$ cat src/rtl/byte_unstriping.sv
// Two-lane to single-stream byte merger: per-lane FIFOs absorb skew, a
// two-state selector restores lane 0 / lane 1 order. Optional sticky overflow flag: UNSTRIPE_OVF_EN.
module byte_unstriping #(
    parameter int DATA_W     = 8,
    parameter int FIFO_DEPTH = 4
) (
    input  logic              clk_2f,
    input  logic              reset,
    input  logic [DATA_W-1:0] lane_0,
    input  logic              valid_0,
    input  logic [DATA_W-1:0] lane_1,
    input  logic              valid_1,
    output logic [DATA_W-1:0] data_out,
    output logic              valid_out
`ifdef UNSTRIPE_OVF_EN
    ,
    output logic              overflow
`endif
);

    localparam int AW    = $clog2(FIFO_DEPTH);
    localparam int PTR_W = AW + 1;

    typedef enum logic {
        SEL_L0 = 1'b0,
        SEL_L1 = 1'b1
    } sel_e;

    logic [1:0]        lane_valid;
    logic [DATA_W-1:0] lane_data [2];
    logic [DATA_W-1:0] head      [2];
    logic [1:0]        empty;
    logic [1:0]        full;
    logic [1:0]        pop;

    assign lane_valid   = {valid_1, valid_0};
    assign lane_data[0] = lane_0;
    assign lane_data[1] = lane_1;

    // One FIFO per lane; the extra pointer bit tells full from empty.
    for (genvar g = 0; g < 2; g++) begin : g_lane
        logic [PTR_W-1:0]  wr_ptr_q, wr_ptr_d;
        logic [PTR_W-1:0]  rd_ptr_q, rd_ptr_d;
        logic [DATA_W-1:0] mem_q [FIFO_DEPTH];
        logic              push;

        assign empty[g] = (wr_ptr_q == rd_ptr_q);
        assign full[g]  = (wr_ptr_q[AW] != rd_ptr_q[AW]) &&
                          (wr_ptr_q[AW-1:0] == rd_ptr_q[AW-1:0]);
        assign push     = lane_valid[g] && !full[g];
        assign head[g]  = mem_q[rd_ptr_q[AW-1:0]];

        always_comb begin
            wr_ptr_d = wr_ptr_q;
            rd_ptr_d = rd_ptr_q;
            if (push) begin
                wr_ptr_d = wr_ptr_q + PTR_W'(1);
            end
            if (pop[g]) begin
                rd_ptr_d = rd_ptr_q + PTR_W'(1);
            end
        end

        // NOTE: non-blocking assignments in clocked blocks so every flop samples pre-edge values.
        always_ff @(posedge clk_2f) begin
            if (reset) begin
                wr_ptr_q <= '0;
                rd_ptr_q <= '0;
            end else begin
                wr_ptr_q <= wr_ptr_d;
                rd_ptr_q <= rd_ptr_d;
            end
        end

        // NOTE: storage is not reset; the pointers alone decide which entries are live.
        always_ff @(posedge clk_2f) begin
            if (push && !reset) begin
                mem_q[wr_ptr_q[AW-1:0]] <= lane_data[g];
            end
        end
    end

    sel_e              sel_q, sel_d;
    logic [DATA_W-1:0] data_out_q, data_out_d;
    logic              valid_out_q, valid_out_d;

    // Strict order: wait on the selected lane, never skip to the other one.
    // NOTE: every output of this block gets a default first, so no path leaves a latch.
    always_comb begin
        sel_d       = sel_q;
        data_out_d  = data_out_q;
        valid_out_d = 1'b0;
        pop         = '0;
        case (sel_q)
            SEL_L0: begin
                if (!empty[0]) begin
                    pop[0]      = 1'b1;
                    data_out_d  = head[0];
                    valid_out_d = 1'b1;
                    sel_d       = SEL_L1;
                end
            end
            SEL_L1: begin
                if (!empty[1]) begin
                    pop[1]      = 1'b1;
                    data_out_d  = head[1];
                    valid_out_d = 1'b1;
                    sel_d       = SEL_L0;
                end
            end
        endcase
    end

    always_ff @(posedge clk_2f) begin
        if (reset) begin
            sel_q       <= SEL_L0;
            data_out_q  <= '0;
            valid_out_q <= 1'b0;
        end else begin
            sel_q       <= sel_d;
            data_out_q  <= data_out_d;
            valid_out_q <= valid_out_d;
        end
    end

    assign data_out  = data_out_q;
    assign valid_out = valid_out_q;

`ifdef UNSTRIPE_OVF_EN
    logic overflow_q, overflow_d;

    // A push offered to a full lane is a drop; the flag stays set until reset.
    always_comb begin
        overflow_d = overflow_q | (|(lane_valid & full));
    end

    always_ff @(posedge clk_2f) begin
        if (reset) begin
            overflow_q <= 1'b0;
        end else begin
            overflow_q <= overflow_d;
        end
    end

    assign overflow = overflow_q;
`endif

endmodule

$ cat config.mk
export PLATFORM = sky130hd
export DESIGN_NAME = byte_unstriping
export DESIGN_NICKNAME = d
export VERILOG_FILES = /design/src/rtl/byte_unstriping.sv
export SDC_FILE = /design/constraint.sdc
export NUM_CORES = 1
export LEC_CHECK = 0
export CORE_MARGIN = 10
export CORE_UTILIZATION = 35
export CTS_CLUSTER_DIAMETER = 80
export CTS_CLUSTER_SIZE = 24
export DETAILED_ROUTE_END_ITERATION = 6
export PLACE_DENSITY = 0.62
export SLEW_MARGIN = 15
export SYNTH_ARGS = -nofsm -noshare
export SYNTH_HDL_FRONTEND = slang
export SYNTH_SLANG_ARGS = --single-unit
$ cat constraint.sdc
create_clock -name clk_2f -period 2.3 [get_ports clk_2f]
set_clock_uncertainty 0.15 [all_clocks]
set_input_delay 0.575 -clock clk_2f [delete_from_list [all_inputs] [get_ports clk_2f]]
set_output_delay 0.575 -clock clk_2f [all_outputs]
set_load 0.02 [all_outputs]
== Word level (Yosys, flattened, before mapping) ==
Memory sizes are Yosys's and may differ from the RTL's. A register that Yosys moved wholly into a read port is not among the register bits.
Index checks and enable logic that the tools add are counted.

* Add/subtract/negate cells: 4
* Equality and inequality tests: 8
* Bitwise logic cells: 1
* Reduce and logical (&&, ||, !) cells: 10
* Mux-type cells: 18

{| class="wikitable"
|+ Operators by type and width
! cell !! count
|-
| $mux 8 || 2
|-
| $pmux 8 s2 || 1
|-
| $add 3x1->3 const B || 4
|-
| $mux 1 || 9
|-
| $mux 2 || 4
|-
| $eq 3x3->1 || 2
|-
| $logic_and 1x1->1 || 6
|-
| $eq 2x2->1 || 2
|-
| $ne 2x2->1 const B || 2
|-
| $pmux 1 s2 || 2
|-
| $logic_not 1->1 || 3
|-
| $ne 1x1->1 || 2
|-
| $reduce_and 2->1 || 1
|-
| $not 1->1 || 1
|}

* Word-level logic and storage cells: 50
* Bits in registers: 22
* Memories: 2
* Bits in writable memories: 64

{| class="wikitable"
|+ Memory list
! memory !! words !! width !! rd ports !! clocked after memory_dff !! wr ports !! RTL line !! RTL
|-
| g_lane[0].mem_q || 4 || 8 || 1 || 1 || 1 || 44 || <nowiki>logic [DATA_W-1:0] mem_q [FIFO_DEPTH];</nowiki>
|-
| g_lane[1].mem_q || 4 || 8 || 1 || 1 || 1 || 44 ||
|}

== Logic depth before layout (Yosys ltp) ==
Gate-level depths: netlist of the first run.

* Depth after elaboration: 7
* Depth in mapped cells: 6

== Least setup slack after synthesis of the first run ==
No wires, ideal clock.

* Path kind: input -> register
* Start point: input port valid_0
* End point: memory g_lane[0].mem_q[2][0] (enable)
* Data required time: 1.765 ns
* Path slack: 0.084 ns
* Stages on the path: 4
* Data arrival time: 1.680 ns
* Path buffers: 1
* Cell sequence: inv_1 a31o_2 clkbuf_1 nor3b_1

* Word-level cells in the longest chain between the ends: 4

{| class="wikitable"
|+ RTL lines
! item !! RTL line !! RTL
|-
| start, declared || 10 || <nowiki>input logic valid_0,</nowiki>
|-
| $logic_and 1x1->1 || 50 || <nowiki>assign push = lane_valid[g] && !full[g];</nowiki>
|-
| $logic_and 1x1->1 || 77 || <nowiki>if (push && !reset) begin</nowiki>
|-
| $mux 1 || 77 ||
|-
| $mux 1 (implied by the code) || 78 || <nowiki>mem_q[wr_ptr_q[AW-1:0]] <= lane_data[g];</nowiki>
|-
| end, declared || 44 ||
|}

Every way passes these cells.

== Worst setup path in the final report of the first run ==
* Start point: register data_out_q[1], in the netlist data_out[1]
* End point: output port data_out[1]

{| class="wikitable"
|+ RTL lines
! item !! RTL line !! RTL
|-
| start, declared || 84 || <nowiki>logic [DATA_W-1:0] data_out_q, data_out_d;</nowiki>
|-
| start signal, assigned || 121 || <nowiki>data_out_q <= data_out_d;</nowiki>
|-
| end, declared || 13 || <nowiki>output logic [DATA_W-1:0] data_out,</nowiki>
|}

No word-level cell between the ends.

==> metrics.csv, run 1 <==
stage,metric,value,unit
yosys,yosysSeqAreaShare,65.7,%
timing,tightestPinTransition,546,ps
status,outcome,"complete, no violations",
clock_network,tritoncts_clock_tree,built,
yosys,synth.yosys.warnings,0,
finish,layout-area-overhead-vs-synth,19.3,%
worst_setup_path,setup.worst_path.class,flop to primary output,
worst_setup_path,cpMaxStageDelayCell,sky130_fd_sc_hd__clkdlybuf4s50_1,
global_routing,overflow,0,
timing,finalHoldViolations,0,
power_and_ir_drop,static-leakage-power,1.50,nW
timing,final.min_clock_period,2090,ps
clock_network,cts_resized,0,
timing,final_min_period_over_clock_period,90.7,%
yosys,synth-main-ff-cell,sky130_fd_sc_hd__edfxtp_1,
yosys,synth_enable_flop_cells,64,
global_routing,grt_max_degree,24,
finish,drive_above_1_share,18.4,%
global_routing,track_usage,9.11,%
finish,final_design_area_no_fill,0.00443,mm^2
finish,nets,313,
clock_network,maximum_root_to_sink_buffer_count,2,
timing,hold_ws,313,ps
worst_setup_path,critPathTopFamily,buffers and inverters,
routing,firstDrtPassIters,4,
worst_setup_path,arrival_worst_endpoint,1360,ps
timing,fmax,479,MHz
placement,placed_cell_area,0.00423,mm^2
worst_setup_path,crit_path_start_kind,flop,
clock_network,ctsHoldBuffers,0,
floorplan,coreArea,0.0103,mm^2
routing,drcViolationCount,0,
worst_setup_path,critical_path_fanout_max,2,
routing,drt-total-wl,6570,um
timing,rsz_0062_raised_after_global_routing,false,
worst_setup_path,critical_path.n_buffers_inverters,1,
hold_path,timing.hold.worst.class,flop to flop,
worst_setup_path,cp_data_required_time,1570,ps
yosys,synth_fp_nets,274,
floorplan,fp.dieArea,0.0151,mm^2
worst_setup_path,max_stage_delay,630,ps
worst_setup_path,end_kind,primary output,
floorplan,io-pin-count,29,
clock_network,clock_sink_count,90,
timing,fin_setup_tns,0,ps
worst_setup_path,ordered_list_of_cells_on_the_worst_path,clkdlybuf4s50_1,
yosys,synth-seq-cells,90,
clock_network,cts_buffers,9,
yosys,synth_cell_type_count,37,
placement,place.gp.congestion,0.757,
yosys,synthesis.area_per_instance,15.2,um^2
placement,io_buffers,28,
power_and_ir_drop,power.density,993,mW/mm^2
power_and_ir_drop,totalPowerFinal,4.40,mW
routing,post_drt_wl_per_cell,15.5,um
timing,timing.final.setup_violations,0,
floorplan,die_extent_in_x,123,um
global_routing,grt_pass1_wl,10700,um
routing,ant_nets,0,
timing,timing.max_slew.rel_slack,63.4,%
routing,routed-via-count,2002,
floorplan,initial_util,36.0,%
clock_network,h-tree-depth,3,
routing,dr.first_iter.drc_count,180,
clock_network,clock_insertion_delay_worst_skew,360,ps
clock_network,post-cts-setup-buffers,0,
yosys,synth-async-reset-ratio,0,%
finish,antenna-diode-count,0,
clock_network,clk_transition_reported_paths,90,ps
global_routing,initial_antenna_violation_count,0,
job,reported_max_cap_violation_count,0,
placement,place_hpwl,4720,um
global_routing,first_global_vias,2057,
floorplan,die_h,123,um
clock_network,cts_root_buf,sky130_fd_sc_hd__clkbuf_8,
yosys,synthCells,244,
timing,slew_viol_final,0,
yosys,synth_area,0.00372,mm^2
power_and_ir_drop,vdd.ir_drop.worst,0.000364,V
floorplan,fp-row-count,37,
routing,via_per_inst,4.72,
synth_stat cells, types with 2 or more instances:
library cell | n | area, um^2
sky130_fd_sc_hd__buf_1 | 2 | 7.51
sky130_fd_sc_hd__a21oi_1 | 3 | 15.0
sky130_fd_sc_hd__a221oi_2 | 8 | 120
sky130_fd_sc_hd__clkbuf_1 | 7 | 26.3
sky130_fd_sc_hd__nor3_1 | 12 | 60.1
sky130_fd_sc_hd__mux2i_1 | 20 | 200
sky130_fd_sc_hd__o22ai_1 | 8 | 50.1
sky130_fd_sc_hd__edfxtp_1 | 64 | 1920
sky130_fd_sc_hd__buf_2 | 2 | 10.0
sky130_fd_sc_hd__nor2_1 | 12 | 45.0
sky130_fd_sc_hd__nand2_1 | 8 | 30.0
sky130_fd_sc_hd__dfxtp_1 | 26 | 521
sky130_fd_sc_hd__mux4_2 | 8 | 180
sky130_fd_sc_hd__o21ai_0 | 2 | 10.0
sky130_fd_sc_hd__xnor2_1 | 7 | 61.3
sky130_fd_sc_hd__and2_1 | 3 | 18.8
sky130_fd_sc_hd__or3_1 | 2 | 12.5
sky130_fd_sc_hd__inv_1 | 17 | 63.8
sky130_fd_sc_hd__xor2_2 | 2 | 32.5
sky130_fd_sc_hd__ha_1 | 10 | 125
sky130_fd_sc_hd__nor3b_1 | 3 | 22.5
sky130_fd_sc_hd__xor2_1 | 3 | 26.3
flip-flops by register name (all words and copies together) (netlist names), named ones only:
signal / cells
data_out: 8
g_lane.mem_q: 64
g_lane.rd_ptr_q: 6
g_lane.wr_ptr_q: 6
sel_q: 1
valid_out: 1
cell families after synthesis:
| family | share of synthesized area, % |
|---|---|
| compound gates | 6.70 |
| xor+xnor | 3.97 |
| fa+ha+maj | 3.37 |
| buf+inv | 3.40 |
| flops | 65.7 |
| mux | 10.2 |
| simple gates | 6.60 |
final timing paths:
path	slack (ps)	start	to	cells after the start
min	310	data_out[6]	data_out[6]	2
max	210	data_out[1]	data_out[1]	1
max reg2reg	290	g_lane[1].wr_ptr_q[1]	g_lane[1].mem_q[2][7]	5
min reg2reg	310	data_out[6]	data_out[6]	2
cell type report:
class	instances	area (um^2)
clock inverters	7	83.8
repair buffers	41	403
clock buffers	9	124
well taps	136	170
flip-flops and latches	90	2440
multi-input cells	124	1150
fillers	923	5890
inverters	17	63.8
power breakdown:
part / internal, mW / leakage [nW] / switching (mW)
Clock: 0.523 / 0.103 / 0.585
Sequential: 1.89 / 0.795 / 0.127
Combinational: 0.592 / 0.597 / 0.683
Total: 3.01 / 1.50 / 1.40
through the flow:
step | util [%] | std cells | setup WS [ps]
2_1_floorplan | - | 244 | 84.4
3_3_place_gp | 40.9 | 408 | 80.4
3_5_place_dp | 40.9 | 408 | 89.9
4_1_cts | 43.0 | 424 | 181
5_1_grt | 43.0 | 424 | 160
6_report | 43.0 | 424 | 214
cell usage in the layout, fill, tap and decap left out, types with 9 or more instances in the layout:
cell / n
sky130_fd_sc_hd__buf_4: 11
sky130_fd_sc_hd__clkbuf_8: 9
sky130_fd_sc_hd__clkdlybuf4s50_1: 28
sky130_fd_sc_hd__dfxtp_1: 26
sky130_fd_sc_hd__edfxtp_1: 64
sky130_fd_sc_hd__ha_1: 10
sky130_fd_sc_hd__inv_1: 17
sky130_fd_sc_hd__mux2i_1: 20
sky130_fd_sc_hd__nor2_1: 12
sky130_fd_sc_hd__nor3_1: 12
metal layers:
layer | routed length, um | GRT usage, % | up-vias
met1 | 3040 | 11.9 | 971
met4 | 118 | 3.64 | 0
li1 | - | - | 981
met3 | 355 | 2.78 | 9
met2 | 3060 | 13.9 | 41
met5 | 0 | 0 | -
Power figures use the tool's default switching activity.
==> run 2: changes to the inputs <==
Settings changed: CORE_UTILIZATION 35 to 40, PLACE_DENSITY 0.62 to 0.68, REMOVE_ABC_BUFFERS from default to 1, SLEW_MARGIN 15 to 40.
==> metrics.csv, run 2 (same netlist as run 1, synthesis figures left out) <==
stage,metric,value,unit
worst_setup_path,worst-r2r-cell-count,5,
finish,layout-area-overhead-vs-synth,19.0,%
floorplan,fp-row-count,35,
timing,tightestPinTransition,514,ps
timing,timing.final.setup_violations,0,
hold_path,cell_depth_of_the_worst_hold_path,2,
routing,via_per_inst,4.93,
worst_setup_path,ordered_list_of_cells_on_the_worst_path,clkdlybuf4s50_1,
floorplan,coreArea,0.00915,mm^2
routing,routed-via-count,1977,
finish,largest_register_ff_count,64,
finish,fillerInstances,775,
hold_path,hold_path_origin,data_out[5],
timing,fin_setup_tns,0,ps
power_and_ir_drop,totalPowerFinal,4.35,mW
timing,timing.max_slew.rel_slack,65.4,%
worst_setup_path,setup.worst_path.class,flop to primary output,
finish,layout_commonest_cell,sky130_fd_sc_hd__edfxtp_1,
status,outcome,"complete, no violations",
worst_setup_path,rrSetupSlack,360,ps
placement,io_buffers,28,
hold_path,timing.hold.worst.class,flop to flop,
global_routing,track_usage,10.1,%
job,reported_max_cap_violation_count,0,
clock_network,h-tree-depth,3,
clock_network,ctsHoldBuffers,0,
clock_network,cts_root_buf,sky130_fd_sc_hd__clkbuf_8,
power_and_ir_drop,power.density,983,mW/mm^2
timing,slew_viol_final,0,
timing,finalHoldViolations,0,
worst_setup_path,critPathTopFamily,buffers and inverters,
floorplan,io-pin-count,29,
clock_network,maximum_root_to_sink_buffer_count,2,
routing,firstDrtPassIters,4,
timing,rsz_0062_raised_after_global_routing,false,
worst_setup_path,cpMaxStageDelayCell,sky130_fd_sc_hd__clkdlybuf4s50_1,
global_routing,grt_pass1_wl,10300,um
power_and_ir_drop,vdd.ir_drop.worst,0.000470,V
power_and_ir_drop,static-leakage-power,1.50,nW
timing,fmax,484,MHz
routing,dr.first_iter.drc_count,77,
worst_setup_path,worst_r2r_src,g_lane[1].wr_ptr_q[1],
placement,pre_cts_slack,75.8,ps
floorplan,die_h,116,um
routing,drt-total-wl,6210,um
worst_setup_path,cp_data_required_time,1570,ps
routing,drcViolationCount,0,
floorplan,initial_util,40.6,%
routing,post_drt_wl_per_cell,15.5,um
worst_setup_path,critical_path_fanout_max,2,
clock_network,cts_buffers,9,
worst_setup_path,crit_path_start_kind,flop,
finish,nets,315,
global_routing,overflow,0,
worst_setup_path,end_kind,primary output,
finish,layout_common_cells,"sky130_fd_sc_hd__edfxtp_1, sky130_fd_sc_hd__clkdlybuf4s50_1, sky130_fd_sc_hd__dfxtp_1",
clock_network,post-cts-setup-buffers,0,
clock_network,clock_sink_count,90,
worst_setup_path,timing.rr.end,g_lane[1].mem_q[1][2],
routing,ant_nets,0,
clock_network,clock_insertion_delay_worst_skew,360,ps
floorplan,fp.dieArea,0.0135,mm^2
finish,drive_above_1_share,19.0,%
worst_setup_path,max_stage_delay,620,ps
clock_network,cts_resized,0,
timing,final.min_clock_period,2070,ps
global_routing,first_global_vias,2091,
hold_path,terminating_pin_of_the_worst_hold_path,data_out[5],
global_routing,grt_max_degree,17,
timing,setup_slack,232,ps
worst_setup_path,critical_path.n_buffers_inverters,1,
timing,hold_ws,322,ps
finish,antenna-diode-count,0,
global_routing,initial_antenna_violation_count,0,
clock_network,clk_transition_reported_paths,90,ps
placement,place_hpwl,4570,um
timing,final_min_period_over_clock_period,89.9,%
clock_network,tritoncts_clock_tree,built,
placement,place.gp.congestion,0.716,
worst_setup_path,arrival_worst_endpoint,1340,ps
floorplan,die_extent_in_x,116,um
## run 2: cell types whose count changed in the layout (fill, tap and decap cells not counted), sizes merged
cell      previous run  this run
inv                 21        19
buf                 13        15
clkinv               1         2
clkinvlp             1         2
## run 2: worst max path at each step
stage | startpoint | end | slack, ps | depth (start not counted)
floorplan | valid_0 | g_lane[0].mem_q[2][0] | 210 | 3
global placement | valid_0 | g_lane[0].mem_q[2][3] | 100 | 5
detailed placement | valid_0 | g_lane[0].mem_q[2][3] | 80 | 5
CTS | data_out[1] | data_out[1] | 200 | 1
global route | data_out[1] | data_out[1] | 160 | 1
finish | data_out[4] | data_out[4] | 230 | 1
## run 2: report_power, final
group          total [mW]  switching [mW]  internal [mW]
clock                1.06           0.548          0.509
sequential           2.01           0.119           1.89
combinational        1.28           0.684          0.596
## run 2: final cells by class
type / count / area [um^2] / share of cell area, %
timing repair buffer: 43 / 430 / 9.73
tap: 111 / 139 / 3.14
sequential: 90 / 2440 / 55.2
clock inverter: 7 / 76.3 / 1.73
clock buffer: 9 / 124 / 2.80
multi-input combinational: 124 / 1150 / 25.9
inverter: 17 / 63.8 / 1.44
## run 2: metal layers
layer / global-route usage (%) / vias up / part of all wire [%] / wire length (um)
li1: - / 990 / - / -
met1: 11.2 / 932 / 42 / 2610
met2: 16.7 / 44 / 50 / 3130
met4: 5.50 / 0 / 2.3 / 140
met5: 0 / - / 0 / 0
met3: 3.39 / 11 / 5.2 / 324
## run 2: stage by stage
| step | std cells | util, % | instance area [um^2] |
|---|---|---|---|
| 2_1_floorplan | 231 | - | 3650 |
| 3_3_place_gp | 385 | 46.1 | 4220 |
| 3_5_place_dp | 385 | 46.1 | 4220 |
| 4_1_cts | 401 | 48.3 | 4420 |
| 5_1_grt | 401 | 48.3 | 4420 |
| 6_report | 401 | 48.3 | 4420 |
